**config.mk**
```make
export PLATFORM = sky130hd
export DESIGN_NAME = minilcd_rectfill
export DESIGN_NICKNAME = d
export VERILOG_FILES = /design/src/rtl/minilcd_pkg.sv /design/src/rtl/minilcd_rect_clip.sv /design/src/rtl/minilcd_rectfill.sv
export SDC_FILE = /design/constraint.sdc
export NUM_CORES = 1
export LEC_CHECK = 0
export ABC_CLOCK_PERIOD_IN_PS = 12200
export BUFFER_PORTS_ARGS = -buffer_cell sky130_fd_sc_hd__buf_2
export CAP_MARGIN = 15
export CORE_UTILIZATION = 40
export DETAILED_ROUTE_END_ITERATION = 10
export PLACE_DENSITY = 0.71
export SYNTH_ARGS = -nofsm -noshare
export SYNTH_HDL_FRONTEND = slang
export SYNTH_SLANG_ARGS = --single-unit
```
**constraint.sdc**
```tcl
create_clock -name CLK -period 12.2 [get_ports CLK]
set_input_delay 3.05 -clock CLK [delete_from_list [all_inputs] [get_ports CLK]]
set_output_delay 3.05 -clock CLK [all_outputs]
set_load 0.05 [all_outputs]
```
**src/rtl/minilcd_pkg.sv**
```systemverilog
// minilcd_pkg: panel constants, channel tags, fill FSM states and RGB565 byte helper
package minilcd_pkg;
  localparam int LCD_W = 128;
  localparam int LCD_H = 128;
  localparam logic [1:0] CH_R = 2'b00;
  localparam logic [1:0] CH_G = 2'b01;
  localparam logic [1:0] CH_B = 2'b10;
  typedef enum logic [2:0] {IDLE, WR_R, WR_G, WR_B, FIN} state_t;
  function automatic logic [7:0] vram_byte(input logic [15:0] color, input logic [1:0] ch);
    return ch == CH_R ? {CH_R, 1'b0, color[15:11]} :
           ch == CH_G ? {CH_G, color[10:5]} : {CH_B, 1'b0, color[4:0]};
  endfunction
endpackage

```
**src/rtl/minilcd_rect_clip.sv**
```systemverilog
// minilcd_rect_clip: clips a rectangle to the panel and yields its last column/row
module minilcd_rect_clip
  import minilcd_pkg::*;
#(
  parameter int XBITS = 7,
  parameter int YBITS = 7
) (
  input  logic [XBITS-1:0] x,
  input  logic [YBITS-1:0] y,
  input  logic [7:0]       w,
  input  logic [7:0]       h,
  output logic             empty,
  output logic [XBITS-1:0] end_col,
  output logic [YBITS-1:0] end_row
);
  logic [7:0] x_room, y_room, wc, hc;
  assign x_room  = 8'(LCD_W) - 8'(x);
  assign y_room  = 8'(LCD_H) - 8'(y);
  assign wc      = w < x_room ? w : x_room;
  assign hc      = h < y_room ? h : y_room;
  assign empty   = wc == 8'd0 || hc == 8'd0;
  assign end_col = XBITS'(8'(x) + wc - 8'd1);
  assign end_row = YBITS'(8'(y) + hc - 8'd1);
endmodule

```
**src/rtl/minilcd_rectfill.sv**
```systemverilog
// minilcd_rectfill: rectangle fill engine writing R/G/B tagged bytes into MiniLCD VRAM
module minilcd_rectfill
  import minilcd_pkg::*;
#(
  parameter int XBITS = 7,
  parameter int YBITS = 7
) (
  input  logic                   CLK,
  input  logic                   RST,
  input  logic                   CMD_VALID,
  output logic                   CMD_READY,
  input  logic [XBITS-1:0]       CMD_X,
  input  logic [YBITS-1:0]       CMD_Y,
  input  logic [7:0]             CMD_W,
  input  logic [7:0]             CMD_H,
  input  logic [15:0]            CMD_COLOR,
  output logic                   BUSY,
  output logic                   DONE,
  output logic [YBITS+XBITS-1:0] VRAM_ADDR,
  output logic [7:0]             VRAM_DATA,
  output logic                   VRAM_WE
);
  state_t state, state_n;
  logic [XBITS-1:0] x0, x0_n, col, col_n, ec, ec_n, clip_ec;
  logic [YBITS-1:0] row, row_n, er, er_n, clip_er;
  logic [15:0] color, color_n;
  logic clip_empty, accept, wr_n;
  logic [1:0] ch_n;
  minilcd_rect_clip #(.XBITS(XBITS), .YBITS(YBITS)) u_clip (
    .x(CMD_X), .y(CMD_Y), .w(CMD_W), .h(CMD_H),
    .empty(clip_empty), .end_col(clip_ec), .end_row(clip_er)
  );
  // Next state and scan position; command fields are latched only on the accepting cycle
  always_comb begin
    accept  = state == IDLE && CMD_VALID;
    x0_n    = accept ? CMD_X : x0;
    ec_n    = accept ? clip_ec : ec;
    er_n    = accept ? clip_er : er;
    color_n = accept ? CMD_COLOR : color;
    state_n = state;
    col_n   = col;
    row_n   = row;
    case (state)
      IDLE: if (accept) begin
        state_n = clip_empty ? FIN : WR_R;
        col_n   = CMD_X;
        row_n   = CMD_Y;
      end
      WR_R: state_n = WR_G;
      WR_G: state_n = WR_B;
      WR_B: if (col != ec) begin
        col_n   = col + 1'b1;
        state_n = WR_R;
      end else if (row != er) begin
        col_n   = x0;
        row_n   = row + 1'b1;
        state_n = WR_R;
      end else state_n = FIN;
      default: state_n = IDLE;
    endcase
    wr_n = state_n inside {WR_R, WR_G, WR_B};
    ch_n = state_n == WR_R ? CH_R : state_n == WR_G ? CH_G : CH_B;
  end
  // State and captured command registers
  always_ff @(posedge CLK) begin
    if (RST) begin
      state <= IDLE;
      x0    <= '0;
      col   <= '0;
      row   <= '0;
      ec    <= '0;
      er    <= '0;
      color <= '0;
    end else begin
      state <= state_n;
      x0    <= x0_n;
      col   <= col_n;
      row   <= row_n;
      ec    <= ec_n;
      er    <= er_n;
      color <= color_n;
    end
  end
  // Outputs are registered from the next state so each write lands in the cycle its state is entered
  always_ff @(posedge CLK) begin
    if (RST) begin
      CMD_READY <= 1'b1;
      BUSY      <= 1'b0;
      DONE      <= 1'b0;
      VRAM_WE   <= 1'b0;
      VRAM_ADDR <= '0;
      VRAM_DATA <= '0;
    end else begin
      CMD_READY <= !wr_n;
      BUSY      <= wr_n;
      DONE      <= state_n == FIN;
      VRAM_WE   <= wr_n;
      if (wr_n) begin
        VRAM_ADDR <= {row_n, col_n};
        VRAM_DATA <= vram_byte(color_n, ch_n);
      end
    end
  end
endmodule

```
==> summary.md, run 1 <==
### Routing
- DRC violations left: 0
- total iterations of the first detailed-routing run: 5
- detailed-route wire length per cell: 14.7 microns
- detailed-route via count: 4573
- remaining antenna violation count after routing: 0
- number of design-rule violations left by the first detailed-router iteration: 363
- Detailed Route WL: 12400 microns
- Vias/cell: 5.41

### Floorplanning
- core outline area: 0.0121 sq mm
- vertical die dimension: 114 microns
- die extent in x: 114 microns
- Initial Utilization: 0.415
- number of I/O pins: 75
- row count: 40
- die area: 0.0130 sq mm

### Setup path
- slowest CP cell: sky130_fd_sc_hd__nand4b_1
- kind of launch point of the worst setup path: input port
- cell repeated most along the worst path: sky130_fd_sc_hd__ha_1
- Max Fanout on Critical Path: 21
- stages on the worst setup path: 15
- required time worst endpoint: 12.42 ns
- Data arrival, critical path: 7.38 ns
- crit-path leading delay family: simple AND/OR/NAND/NOR gates
- Setup CP Type: in -> reg
- Reg2Reg Depth: 7
- Worst path max stage delay: 0.73 ns
- worst-case register-to-register setup slack: 9.08 ns
- buffering stage count on the worst path with inverters included: 3
- chain of cells forming the critical path: buf_2 > inv_1 > ha_1 > nor3b_1 > a31o_2 > nand2_1 > ha_1 > o21ai_0 > nor2_1 > a211oi_1 > buf_4 > mux2i_1 > nand4b_1 > and2_1 > mux2_4
- CP Capture Type: register

### Final layout
- end-of-flow core utilization: 0.477
- ANT cells: 0
- Net count, final: 763
- ratio of cells with drive above 1 in the final layout: 0.179
- Non-Filler Instances: 845
- final cell area excluding filler cells: 0.00577 sq mm
- Layout area overhead: 14.9%

### Pwr
- worst voltage drop across the vdd grid: 0.0899 mV
- leakage component of the power: 0.00255 uW
- PD cells: 150 mW/mm^2

### Clock tree
- clock tree from TritonCTS: built
- total clock buffers created by CTS: 9
- root buffer selected by CTS: sky130_fd_sc_hd__clkbuf_16
- buffers inserted during post-CTS setup optimization: 0
- clock latency on the worst-skew pair: 0.33 ns
- TritonCTS sink count: 79
- deepest clock path buffer count: 2
- CTS H-tree depth: 3
- quantity of gates resized following cts: 0
- clock-pin slew on the worst setup and hold paths: 0.06 ns
- hold bufs inserted after CTS: 0

### Synth
- Post-Synthesis Net Count: 706
- post-synth design cell area: 0.00502 sq mm
- number of instances in the synthesized netlist: 615
- Mean Syn Cell Area: 8.17 sq um
- number of register bits inferred by synthesis: 79
- post-synthesis sequential area ratio: 0.315
- area share of the largest cell type after synthesis: 0.315
- list of most frequent post-synthesis cells: 79 x sky130_fd_sc_hd__dfxtp_1, 79 x sky130_fd_sc_hd__nand2_1, 53 x sky130_fd_sc_hd__a21oi_1
- biggest area contributors in the synthesized netlist: sky130_fd_sc_hd__dfxtp_1 31%, sky130_fd_sc_hd__ha_1 10%, sky130_fd_sc_hd__nand2_1 5.9%, sky130_fd_sc_hd__a21oi_1 5.3%, sky130_fd_sc_hd__xnor2_1 4.0%
- top cell type by total area after synthesis: sky130_fd_sc_hd__dfxtp_1
- Async SR Flop Fraction: 0
- most used flip-flop cell after synthesis: sky130_fd_sc_hd__dfxtp_1
- Warnings, synthesis: 0
- number of enable flip-flop cells after synthesis: 0
- count of unique library cells instantiated by Yosys: 69

### GRT
- first-pass GRT wire length: 20600 microns
- maximum number of pins on one net before global-route repair: 70
- All-Layer GR Usage: 0.196
- number of global-route vias before repair: 4323
- GRT Residual Overflow: 0
- number of antenna violations at the first check in global routing: 0

### Worst hold path
- class of the tightest hold or removal check: reg -> reg
- number of cells traversed by the worst hold path: 2

### Run
- number of max-cap violations: 0

### Timing
- number of hold-slack violations in the final timing report: 0
- final worst clock skew: 0.00794 ns
- max-slew violation total from the final report: 0
- slew at the pin closest to its max-slew limit: 0.948 ns
- number of failing setup endpoints in the final timing report: 0
- slack of the critical path: 5.03 ns
- final setup TNS: 0 ns
- setup repair after global routing missed its margin: false
- clock period minus final worst setup slack: 7.17 ns
- highest clock rate: 0.140 GHz
- Final Cycle Share: 0.587
- Relative slew margins: 0.364

### Place
- IO Port Bufs: 74
- Placement Setup Slack: 4.76 ns
- Detail Placement HPWL: 9130 microns
- gpl congestion: 0.833
- number of placed instances, taps included: 829
- dpl cell area: 0.00549 sq mm

### Status
- result of the run: finished, final reports clean

## routing by layer
metal	track usage	up-vias	part of all wire
met5	0	-	0
met2	0.313	152	0.45
li1	-	2263	-
met1	0.270	2139	0.46
met4	0.0684	0	0.019
met3	0.0286	19	0.061
## state kept, by name, indices dropped and copies added (netlist names)
signal / flops
color: 16
VRAM_ADDR: 14
VRAM_DATA: 8
col: 7
ec: 7
er: 7
row: 7
x0: 7
state: 3
CMD_READY: 1
DONE: 1
VRAM_WE: 1
## worst register-to-register path, cell delays in order (launching register included)
cell and delay (ns):
sky130_fd_sc_hd__dfxtp_1 0.45, sky130_fd_sc_hd__xnor2_1 0.18, sky130_fd_sc_hd__nand4_1 0.15, sky130_fd_sc_hd__nor3_2 0.78
sky130_fd_sc_hd__a311oi_4 0.28, sky130_fd_sc_hd__nor2_4 0.27, sky130_fd_sc_hd__and2_1 0.54, sky130_fd_sc_hd__mux2_4 0.36
## layout by cell type, fill, tap and decap left out, types with 11 or more instances in the layout
master,n
sky130_fd_sc_hd__dfxtp_1,79
sky130_fd_sc_hd__nand2_1,79
sky130_fd_sc_hd__buf_2,74
sky130_fd_sc_hd__a21oi_1,53
sky130_fd_sc_hd__inv_1,50
sky130_fd_sc_hd__nor2_1,45
sky130_fd_sc_hd__ha_1,40
sky130_fd_sc_hd__xnor2_1,23
sky130_fd_sc_hd__nor2b_1,17
sky130_fd_sc_hd__a211oi_1,14
sky130_fd_sc_hd__a21o_1,13
sky130_fd_sc_hd__nand3_1,12
sky130_fd_sc_hd__nand4_1,11
sky130_fd_sc_hd__xor2_1,11
sky130_fd_sc_hd__nor3_1,11
## path summary, 6_finish.rpt
| path | start | end |
|---|---|---|
| worst max register to register | col[1]$_SDFF_PP0_ | VRAM_ADDR[7]$_SDFFE_PP0P_ |
| worst min-delay path | color[4]$_SDFF_PP0_ | color[4]$_SDFF_PP0_ |
| worst min register to register | color[4]$_SDFF_PP0_ | color[4]$_SDFF_PP0_ |
| worst max-delay path | CMD_Y[0] | VRAM_ADDR[7]$_SDFFE_PP0P_ |
## layout make-up
type / instances / area [sq um]
fillers: 1206 / 6340
clock buffers: 11 / 253
clock inverters: 5 / 32.5
multi-input cells: 454 / 3110
repair buffers: 78 / 400
flip-flops and latches: 79 / 1580
inverters: 50 / 188
well taps: 168 / 210
## cell families after synthesis
| logic type | Yosys count | synth area share |
|---|---|---|
| mux | 21 | 0.0513 |
| fa+ha+maj | 42 | 0.108 |
| simple gates | 212 | 0.204 |
| flops | 79 | 0.315 |
| xor+xnor | 34 | 0.0593 |
| buf+inv | 82 | 0.0672 |
| compound gates | 145 | 0.195 |
## metrics by stage
stage                     power (uW)  hold slack, ns
after global placement           610           0.439
final                            869           0.449
after detailed placement         619           0.444
after global routing             920           0.468
after floorplan                  553           0.432
after CTS                        872           0.452
## power breakdown
part / total [uW] / switching [uW] / internal (uW) / leakage [uW]
Clock: 253 / 105 / 148 / 0.000134
Combinational: 304 / 191 / 113 / 0.00177
Sequential: 312 / 23.0 / 289 / 0.000648
No activity file was read; power rests on OpenSTA's default activity.
==> run 2: changes to the inputs <==
--- a/config.mk
+++ b/config.mk
@@ -5,7 +5,7 @@
 export SDC_FILE = /design/constraint.sdc
 export NUM_CORES = 1
 export LEC_CHECK = 0
-export ABC_CLOCK_PERIOD_IN_PS = 12200
+export ABC_CLOCK_PERIOD_IN_PS = 7000
 export BUFFER_PORTS_ARGS = -buffer_cell sky130_fd_sc_hd__buf_2
 export CAP_MARGIN = 15
 export CORE_UTILIZATION = 40
==> constraint.sdc (replaced) <==
create_clock -name CLK -period 7 [get_ports CLK]
set_input_delay 1.75 -clock CLK [delete_from_list [all_inputs] [get_ports CLK]]
set_output_delay 1.75 -clock CLK [all_outputs]
set_load 0.05 [all_outputs]
==> run 2 against run 1 <==
Register-to-register slack worse by 5.2 ns. Wire length down 0.32%. Combinational power up 75%. Non-clock buffer count up 1. Sequential power up 74%. Setup slack worse by 3.9 ns. Clock power up 89%. Clock skew up 0.00071 ns. Flip-flop and latch count unchanged. Design area up 0.52%. Critical path type unchanged.
==> summary.md, run 2 (synthesis results as in run 1) <==
### Pwr
- worst voltage drop across the vdd grid: 0.130 mV, was 0.0899 mV
- leakage component of the power: 0.00257 uW, was 0.00255 uW
- relative contribution of combinational cells to total power: 0.342, was 0.349
- fraction of power spent switching nets: 0.362, was 0.367
- switching component of the power: 561 uW, was 319 uW
- PD cells: 267 mW/mm^2, was 150 mW/mm^2
- Pint: 989 uW, was 550 uW
- power share of the sequential group: 0.350, was 0.359
- proportion of power drawn by the clock network: 0.308, was 0.292

### Routing
- remaining antenna violation count after routing: 0, unchanged
- Detailed Route WL: 12400 microns, about the same
- DRC violations left: 0, unchanged
- total iterations of the first detailed-routing run: 5, unchanged
- number of design-rule violations left by the first detailed-router iteration: 266, was 363
- Vias/cell: 5.34, was 5.41
- detailed-route via count: 4517, was 4573
- detailed-route wire length per cell: 14.6 microns, was 14.7 microns

### GRT
- maximum number of pins on one net before global-route repair: 70, unchanged
- All-Layer GR Usage: 0.195, was 0.196
- number of antenna violations at the first check in global routing: 0, unchanged
- GRT Residual Overflow: 0, unchanged
- number of global-route vias before repair: 4287, was 4323
- first-pass GRT wire length: 20400 microns, was 20600 microns

### Floorplanning
- core outline area: 0.0121 sq mm, unchanged
- die extent in x: 114 microns, unchanged
- row count: 40, unchanged
- number of I/O pins: 75, unchanged
- Initial Utilization: 0.415, unchanged
- die area: 0.0130 sq mm, unchanged
- vertical die dimension: 114 microns, unchanged

### Timing
- Final Cycle Share: 0.833
- number of failing setup endpoints in the final timing report: 0, unchanged
- slew at the pin closest to its max-slew limit: 0.908 ns, was 0.948 ns
- number of hold-slack violations in the final timing report: 0, unchanged
- max-slew violation total from the final report: 0, unchanged
- final setup TNS: 0 ns, unchanged
- highest clock rate: 0.171 GHz
- clock period minus final worst setup slack: 5.83 ns
- Relative slew margins: 0.391, was 0.364
- setup repair after global routing missed its margin: false, unchanged
- final worst clock skew: 0.00865 ns, was 0.00794 ns

### Clock tree
- total clock buffers created by CTS: 9, unchanged
- clock latency on the worst-skew pair: 0.33 ns, about the same
- clock tree from TritonCTS: built, unchanged
- CTS H-tree depth: 3, unchanged
- quantity of gates resized following cts: 0, unchanged
- clock-pin slew on the worst setup and hold paths: 0.05 ns, was 0.06 ns
- TritonCTS sink count: 79, unchanged
- buffers inserted during post-CTS setup optimization: 0, unchanged
- deepest clock path buffer count: 2, unchanged
- hold bufs inserted after CTS: 0, unchanged
- root buffer selected by CTS: sky130_fd_sc_hd__clkbuf_16, unchanged

### Setup path
- kind of launch point of the worst setup path: input port, unchanged
- worst-case register-to-register setup slack: 3.88 ns, was 9.08 ns
- required time worst endpoint: 7.24 ns, was 12.42 ns
- Worst path max stage delay: 0.47 ns, was 0.73 ns
- CP Capture Type: register, unchanged
- Critical R2R Capture: VRAM_ADDR[6]$_SDFFE_PP0P_, was VRAM_ADDR[7]$_SDFFE_PP0P_
- Crit Reg-Reg Startpoint: col[3]$_SDFF_PP0_, was col[1]$_SDFF_PP0_
- stages on the worst setup path: 21, was 15
- Reg2Reg Depth: 7, unchanged
- buffering stage count on the worst path with inverters included: 4, was 3
- Setup CP Type: in -> reg, unchanged
- cell repeated most along the worst path: sky130_fd_sc_hd__ha_1, unchanged
- worst setup path start: CMD_X[0], was CMD_Y[0]
- endpoint of the worst setup timing path: ec[6]$_SDFFE_PP0P_, was VRAM_ADDR[7]$_SDFFE_PP0P_
- crit-path leading delay family: compound AO/OA/AOI/OAI gates, was simple AND/OR/NAND/NOR gates
- slowest CP cell: sky130_fd_sc_hd__o21a_1, was sky130_fd_sc_hd__nand4b_1
- Data arrival, critical path: 6.07 ns, was 7.38 ns
- Max Fanout on Critical Path: 13, was 21
- chain of cells forming the critical path: buf_2 > inv_1 > ha_1 > nor3b_1 > xnor2_1 > inv_1 > ha_1 > a21o_1 > a221oi_1 > o21a_1 > a21oi_1 > ha_1 > inv_1 > ha_1 > a21o_1 > a21oi_1 > o21bai_1 > a21oi_1 > xnor2_1 > xnor2_1 > a211oi_1, was buf_2 > inv_1 > ha_1 > nor3b_1 > a31o_2 > nand2_1 > ha_1 > o21ai_0 > nor2_1 > a211oi_1 > buf_4 > mux2i_1 > nand4b_1 > and2_1 > mux2_4

### Place
- Detail Placement HPWL: 9250 microns, was 9130 microns
- dpl cell area: 0.00550 sq mm, was 0.00549 sq mm
- IO Port Bufs: 74, unchanged
- gpl congestion: 0.870, was 0.833

### Worst hold path
- class of the tightest hold or removal check: reg -> reg, unchanged
- startpoint of the most critical hold path: color[3]$_SDFF_PP0_, was color[4]$_SDFF_PP0_

### Final layout
- ratio of cells with drive above 1 in the final layout: 0.180, was 0.179
- final cell area excluding filler cells: 0.00580 sq mm, was 0.00577 sq mm
- Layout area overhead: 15.5%, was 14.9%
- highest-count cells in the layout ignoring fill and taps: 79 x sky130_fd_sc_hd__dfxtp_1, 79 x sky130_fd_sc_hd__nand2_1, 74 x sky130_fd_sc_hd__buf_2, unchanged
- ANT cells: 0, unchanged
- register containing the most flip-flops in the final layout: color, unchanged
- biggest regs: color (16), VRAM_ADDR (14), VRAM_DATA (8), unchanged
- Net count, final: 764, was 763
- max FFs per register: 16, unchanged

### Run
- number of max-cap violations: 0, unchanged

### Status
- result of the run: finished, final reports clean, unchanged

[run 2: cell types whose count changed in the layout (fill, tap and decap cells not counted), sizes merged]
cell      before  now
buf           78   79
bufinv         0    1
clkbuf        11   10
clkinv         2    3
clkinvlp       3    1
inv           50   51
[run 2: final cells by class]
class | instances | area [sq um]
Clock buffer | 10 | 239
Clock inverter | 6 | 68.8
Fill cell | 1203 | 6310
Inverter | 50 | 188
Multi-Input combinational cell | 454 | 3110
Sequential cell | 79 | 1580
Tap cell | 168 | 210
Timing Repair Buffer | 79 | 408
[run 2: worst min path at each step]
stage                                endpoint  depth (start not counted)
final                     color[3]$_SDFF_PP0_                          2
after global routing      color[3]$_SDFF_PP0_                          2
after CTS                 color[3]$_SDFF_PP0_                          2
after detailed placement  color[2]$_SDFF_PP0_                          2
after global placement    color[3]$_SDFF_PP0_                          2
after floorplan           color[0]$_SDFF_PP0_                          2
[run 2: power groups by stage]
stage	Clock (uW)	Sequential, uW	Combinational (uW)
floorplan	0	611	353
global placement	0	550	514
detailed placement	0	551	527
CTS	480	542	531
global route	505	549	589
finish	477	542	531
[run 2: layer usage]
layer  wire length [microns]  GRT usage  up-vias
met5                       0          0        -
met4                     174     0.0519        0
met3                     537     0.0270       13
met2                    5590      0.322      130
met1                    6060      0.267     2100
li1                        -          -     2274
[run 2: through the flow]
| stage | hold WS (ns) | instances | utilization | worst slack [ns] | power, uW |
|---|---|---|---|---|---|
| 2_1_floorplan | 0.432 | 615 | - | 1.19 | 963 |
| 3_3_place_gp | 0.440 | 830 | 0.454 | 1.11 | 1060 |
| 3_5_place_dp | 0.444 | 830 | 0.454 | 0.888 | 1080 |
| 4_1_cts | 0.452 | 846 | 0.479 | 1.20 | 1550 |
| 5_1_grt | 0.475 | 846 | 0.479 | 0.868 | 1640 |
| 6_report | 0.448 | 846 | 0.479 | 1.17 | 1550 |
[run 2: worst reg2reg max path, delay by kind of cell (launching register included)]
family	cells	cell delay (ns)
multiplexers	1	0.35
AND/OR/NAND/NOR	4	1.72
XOR/XNOR	1	0.16
AO/OA/AOI/OAI	1	0.28
flip-flops	1	0.49
==> run 3: changes to the inputs <==
--- a/config.mk
+++ b/config.mk
@@ -5,12 +5,12 @@
 export SDC_FILE = /design/constraint.sdc
 export NUM_CORES = 1
 export LEC_CHECK = 0
-export ABC_CLOCK_PERIOD_IN_PS = 7000
+export ABC_CLOCK_PERIOD_IN_PS = 5300
 export BUFFER_PORTS_ARGS = -buffer_cell sky130_fd_sc_hd__buf_2
 export CAP_MARGIN = 15
 export CORE_UTILIZATION = 40
 export DETAILED_ROUTE_END_ITERATION = 10
-export PLACE_DENSITY = 0.71
+export PLACE_DENSITY = 0.74
 export SYNTH_ARGS = -nofsm -noshare
 export SYNTH_HDL_FRONTEND = slang
 export SYNTH_SLANG_ARGS = --single-unit
==> constraint.sdc (replaced) <==
create_clock -name CLK -period 5.3 [get_ports CLK]
set_input_delay 1.325 -clock CLK [delete_from_list [all_inputs] [get_ports CLK]]
set_output_delay 1.325 -clock CLK [all_outputs]
set_load 0.05 [all_outputs]
==> run 3 against run 2 <==
Via count decreased by 0.86%. Flip-flop and latch count is the same. Non-clock buffer count grew 7. First-iteration DRC count grew 17%. Design area rose by 1.5%. Largest power group unchanged.
==> summary.md, run 3 (synthesis results as in run 1) <==
### GRT
- number of antenna violations at the first check in global routing: 0, unchanged
- GRT Residual Overflow: 0, unchanged
- maximum number of pins on one net before global-route repair: 45, was 70
- All-Layer GR Usage: 0.187, was 0.195
- number of global-route vias before repair: 4072, was 4287
- first-pass GRT wire length: 19600 microns, was 20400 microns

### Floorplanning
- vertical die dimension: 114 microns, unchanged
- number of I/O pins: 75, unchanged
- die extent in x: 114 microns, unchanged
- die area: 0.0130 sq mm, unchanged
- Initial Utilization: 0.415, unchanged
- row count: 40, unchanged
- core outline area: 0.0121 sq mm, unchanged

### Timing
- slew at the pin closest to its max-slew limit: 0.921 ns, was 0.908 ns
- Relative slew margins: 0.383, was 0.391
- max-slew violation total from the final report: 0, unchanged
- clock period minus final worst setup slack: 4.88 ns
- final worst clock skew: 0.00907 ns, was 0.00865 ns
- setup repair after global routing missed its margin: false, unchanged
- Final Cycle Share: 0.922
- final setup TNS: 0 ns, unchanged
- number of hold-slack violations in the final timing report: 0, unchanged
- number of failing setup endpoints in the final timing report: 0, unchanged
- highest clock rate: 0.205 GHz

### Clock tree
- hold bufs inserted after CTS: 0, unchanged
- quantity of gates resized following cts: 0, unchanged
- root buffer selected by CTS: sky130_fd_sc_hd__clkbuf_16, unchanged
- deepest clock path buffer count: 2, unchanged
- total clock buffers created by CTS: 9, unchanged
- buffers inserted during post-CTS setup optimization: 0, unchanged
- clock latency on the worst-skew pair: 0.34 ns, was 0.33 ns
- clock-pin slew on the worst setup and hold paths: 0.06 ns, was 0.05 ns
- CTS H-tree depth: 3, unchanged
- TritonCTS sink count: 79, unchanged
- clock tree from TritonCTS: built, unchanged

### Final layout
- end-of-flow core utilization: 0.486, was 0.479
- ANT cells: 0, unchanged
- Layout area overhead: 17.2%, was 15.5%
- register containing the most flip-flops in the final layout: color, unchanged
- ratio of cells with drive above 1 in the final layout: 0.189, was 0.180
- max FFs per register: 16, unchanged
- Net count, final: 771, was 764
- highest-count cells in the layout ignoring fill and taps: 79 x sky130_fd_sc_hd__dfxtp_1, 79 x sky130_fd_sc_hd__nand2_1, 74 x sky130_fd_sc_hd__buf_2, unchanged
- biggest regs: color (16), VRAM_ADDR (14), VRAM_DATA (8), unchanged

### Setup path
- chain of cells forming the critical path: buf_2 > or4_1 > o21ai_1 > nand2_1 > ha_1 > and3_1 > a221oi_1 > o21a_1 > mux2i_1 > ha_1 > inv_1 > ha_1 > a21o_1 > a21oi_1 > o21bai_1 > a21oi_1 > xnor2_1 > xnor2_1 > a211oi_1, was buf_2 > inv_1 > ha_1 > nor3b_1 > xnor2_1 > inv_1 > ha_1 > a21o_1 > a221oi_1 > o21a_1 > a21oi_1 > ha_1 > inv_1 > ha_1 > a21o_1 > a21oi_1 > o21bai_1 > a21oi_1 > xnor2_1 > xnor2_1 > a211oi_1
- buffering stage count on the worst path with inverters included: 2, was 4
- Data arrival, critical path: 5.14 ns, was 6.07 ns
- Worst path max stage delay: 0.56 ns, was 0.47 ns
- crit-path leading delay family: compound AO/OA/AOI/OAI gates, unchanged
- CP Capture Type: register, unchanged
- Setup CP Type: in -> reg, unchanged
- required time worst endpoint: 5.55 ns, was 7.24 ns
- slowest CP cell: sky130_fd_sc_hd__or4_1, was sky130_fd_sc_hd__o21a_1
- kind of launch point of the worst setup path: input port, unchanged
- cell repeated most along the worst path: sky130_fd_sc_hd__ha_1, unchanged
- Max Fanout on Critical Path: 9, was 13

### Routing
- total iterations of the first detailed-routing run: 5, unchanged
- remaining antenna violation count after routing: 0, unchanged
- number of design-rule violations left by the first detailed-router iteration: 312, was 266
- DRC violations left: 0, unchanged
- Vias/cell: 5.26, was 5.34
- detailed-route wire length per cell: 13.9 microns, was 14.6 microns
- Detailed Route WL: 11800 microns, was 12400 microns
- detailed-route via count: 4478, was 4517

### Run
- number of max-cap violations: 0, unchanged

### Pwr
- worst voltage drop across the vdd grid: 0.183 mV, was 0.130 mV
- leakage component of the power: 0.00262 uW, was 0.00257 uW
- PD cells: 353 mW/mm^2, was 267 mW/mm^2

### Place
- gpl congestion: 0.899, was 0.870
- IO Port Bufs: 74, unchanged
- Detail Placement HPWL: 8840 microns, was 9250 microns

### Status
- result of the run: finished, final reports clean, unchanged

### Worst hold path
- class of the tightest hold or removal check: reg -> reg, unchanged

-- run 3: cell count changes in the layout (fill, tap and decap cells not counted) --
cell / before / now
sky130_fd_sc_hd__bufinv_16: 1 / 2
sky130_fd_sc_hd__buf_12: 0 / 1
sky130_fd_sc_hd__nor4_1: 5 / 4
sky130_fd_sc_hd__buf_4: 5 / 11
sky130_fd_sc_hd__nor4_2: 0 / 1
sky130_fd_sc_hd__inv_6: 1 / 0
sky130_fd_sc_hd__clkinvlp_4: 1 / 0
-- run 3: routing by layer --
| layer | vias to the layer above | wire length, microns | GRT usage |
|---|---|---|---|
| met1 | 2051 | 5820 | 0.260 |
| met4 | 0 | 73 | 0.0511 |
| met3 | 4 | 641 | 0.0344 |
| li1 | 2288 | - | - |
| met2 | 135 | 5290 | 0.295 |
| met5 | - | 0 | 0 |
-- run 3: area by class of cell --
| class | instances | area, sq um |
|---|---|---|
| fill | 1209 | 6220 |
| tap | 168 | 210 |
| sequential | 79 | 1580 |
| multi-input combinational | 454 | 3120 |
| timing repair buffer | 86 | 473 |
| clock inverter | 5 | 82.6 |
| clock buffer | 10 | 239 |
| inverter | 50 | 188 |
-- run 3: final timing paths --
kind / start / end / slack [ns] / cells after the start
worst min-delay path: color[4]$_SDFF_PP0_ / color[4]$_SDFF_PP0_ / 0.45 / 2
worst max-delay path: CMD_X[0] / ec[6]$_SDFFE_PP0P_ / 0.42 / 19
worst max register to register: col[2]$_SDFF_PP0_ / VRAM_ADDR[6]$_SDFFE_PP0P_ / 2.21 / 7
worst min register to register: color[4]$_SDFF_PP0_ / color[4]$_SDFF_PP0_ / 0.45 / 2
-- run 3: worst register-to-register path, stage by stage, from the launching register on --
cell,delay (ns)
sky130_fd_sc_hd__dfxtp_1,0.48
sky130_fd_sc_hd__xnor2_1,0.16
sky130_fd_sc_hd__nand4_1,0.14
sky130_fd_sc_hd__nor3_2,0.76
sky130_fd_sc_hd__a311oi_4,0.28
sky130_fd_sc_hd__nor2_4,0.26
sky130_fd_sc_hd__and2_1,0.55
sky130_fd_sc_hd__mux2_4,0.34
-- run 3: report_power, final --
group | leakage [uW] | internal, uW | switching, uW | total (uW)
Combinational | 0.00181 | 268 | 438 | 706
Sequential | 0.000648 | 665 | 49.9 | 715
Clock | 0.000159 | 423 | 236 | 659
Total | 0.00262 | 1360 | 724 | 2080
-- run 3: through the flow --
step           std cells  total power, uW  area [sq um]  worst slack, ns  hold slack (ns)
4_1_cts              852             2090          5880            0.342            0.455
6_report             852             2080          5890            0.416            0.454
3_3_place_gp         837             1420          5560            0.120            0.439
5_1_grt              852             2190          5890           0.0810            0.477
2_1_floorplan        615             1270          5020           0.0570            0.432
3_5_place_dp         837             1430          5560           0.0155            0.446
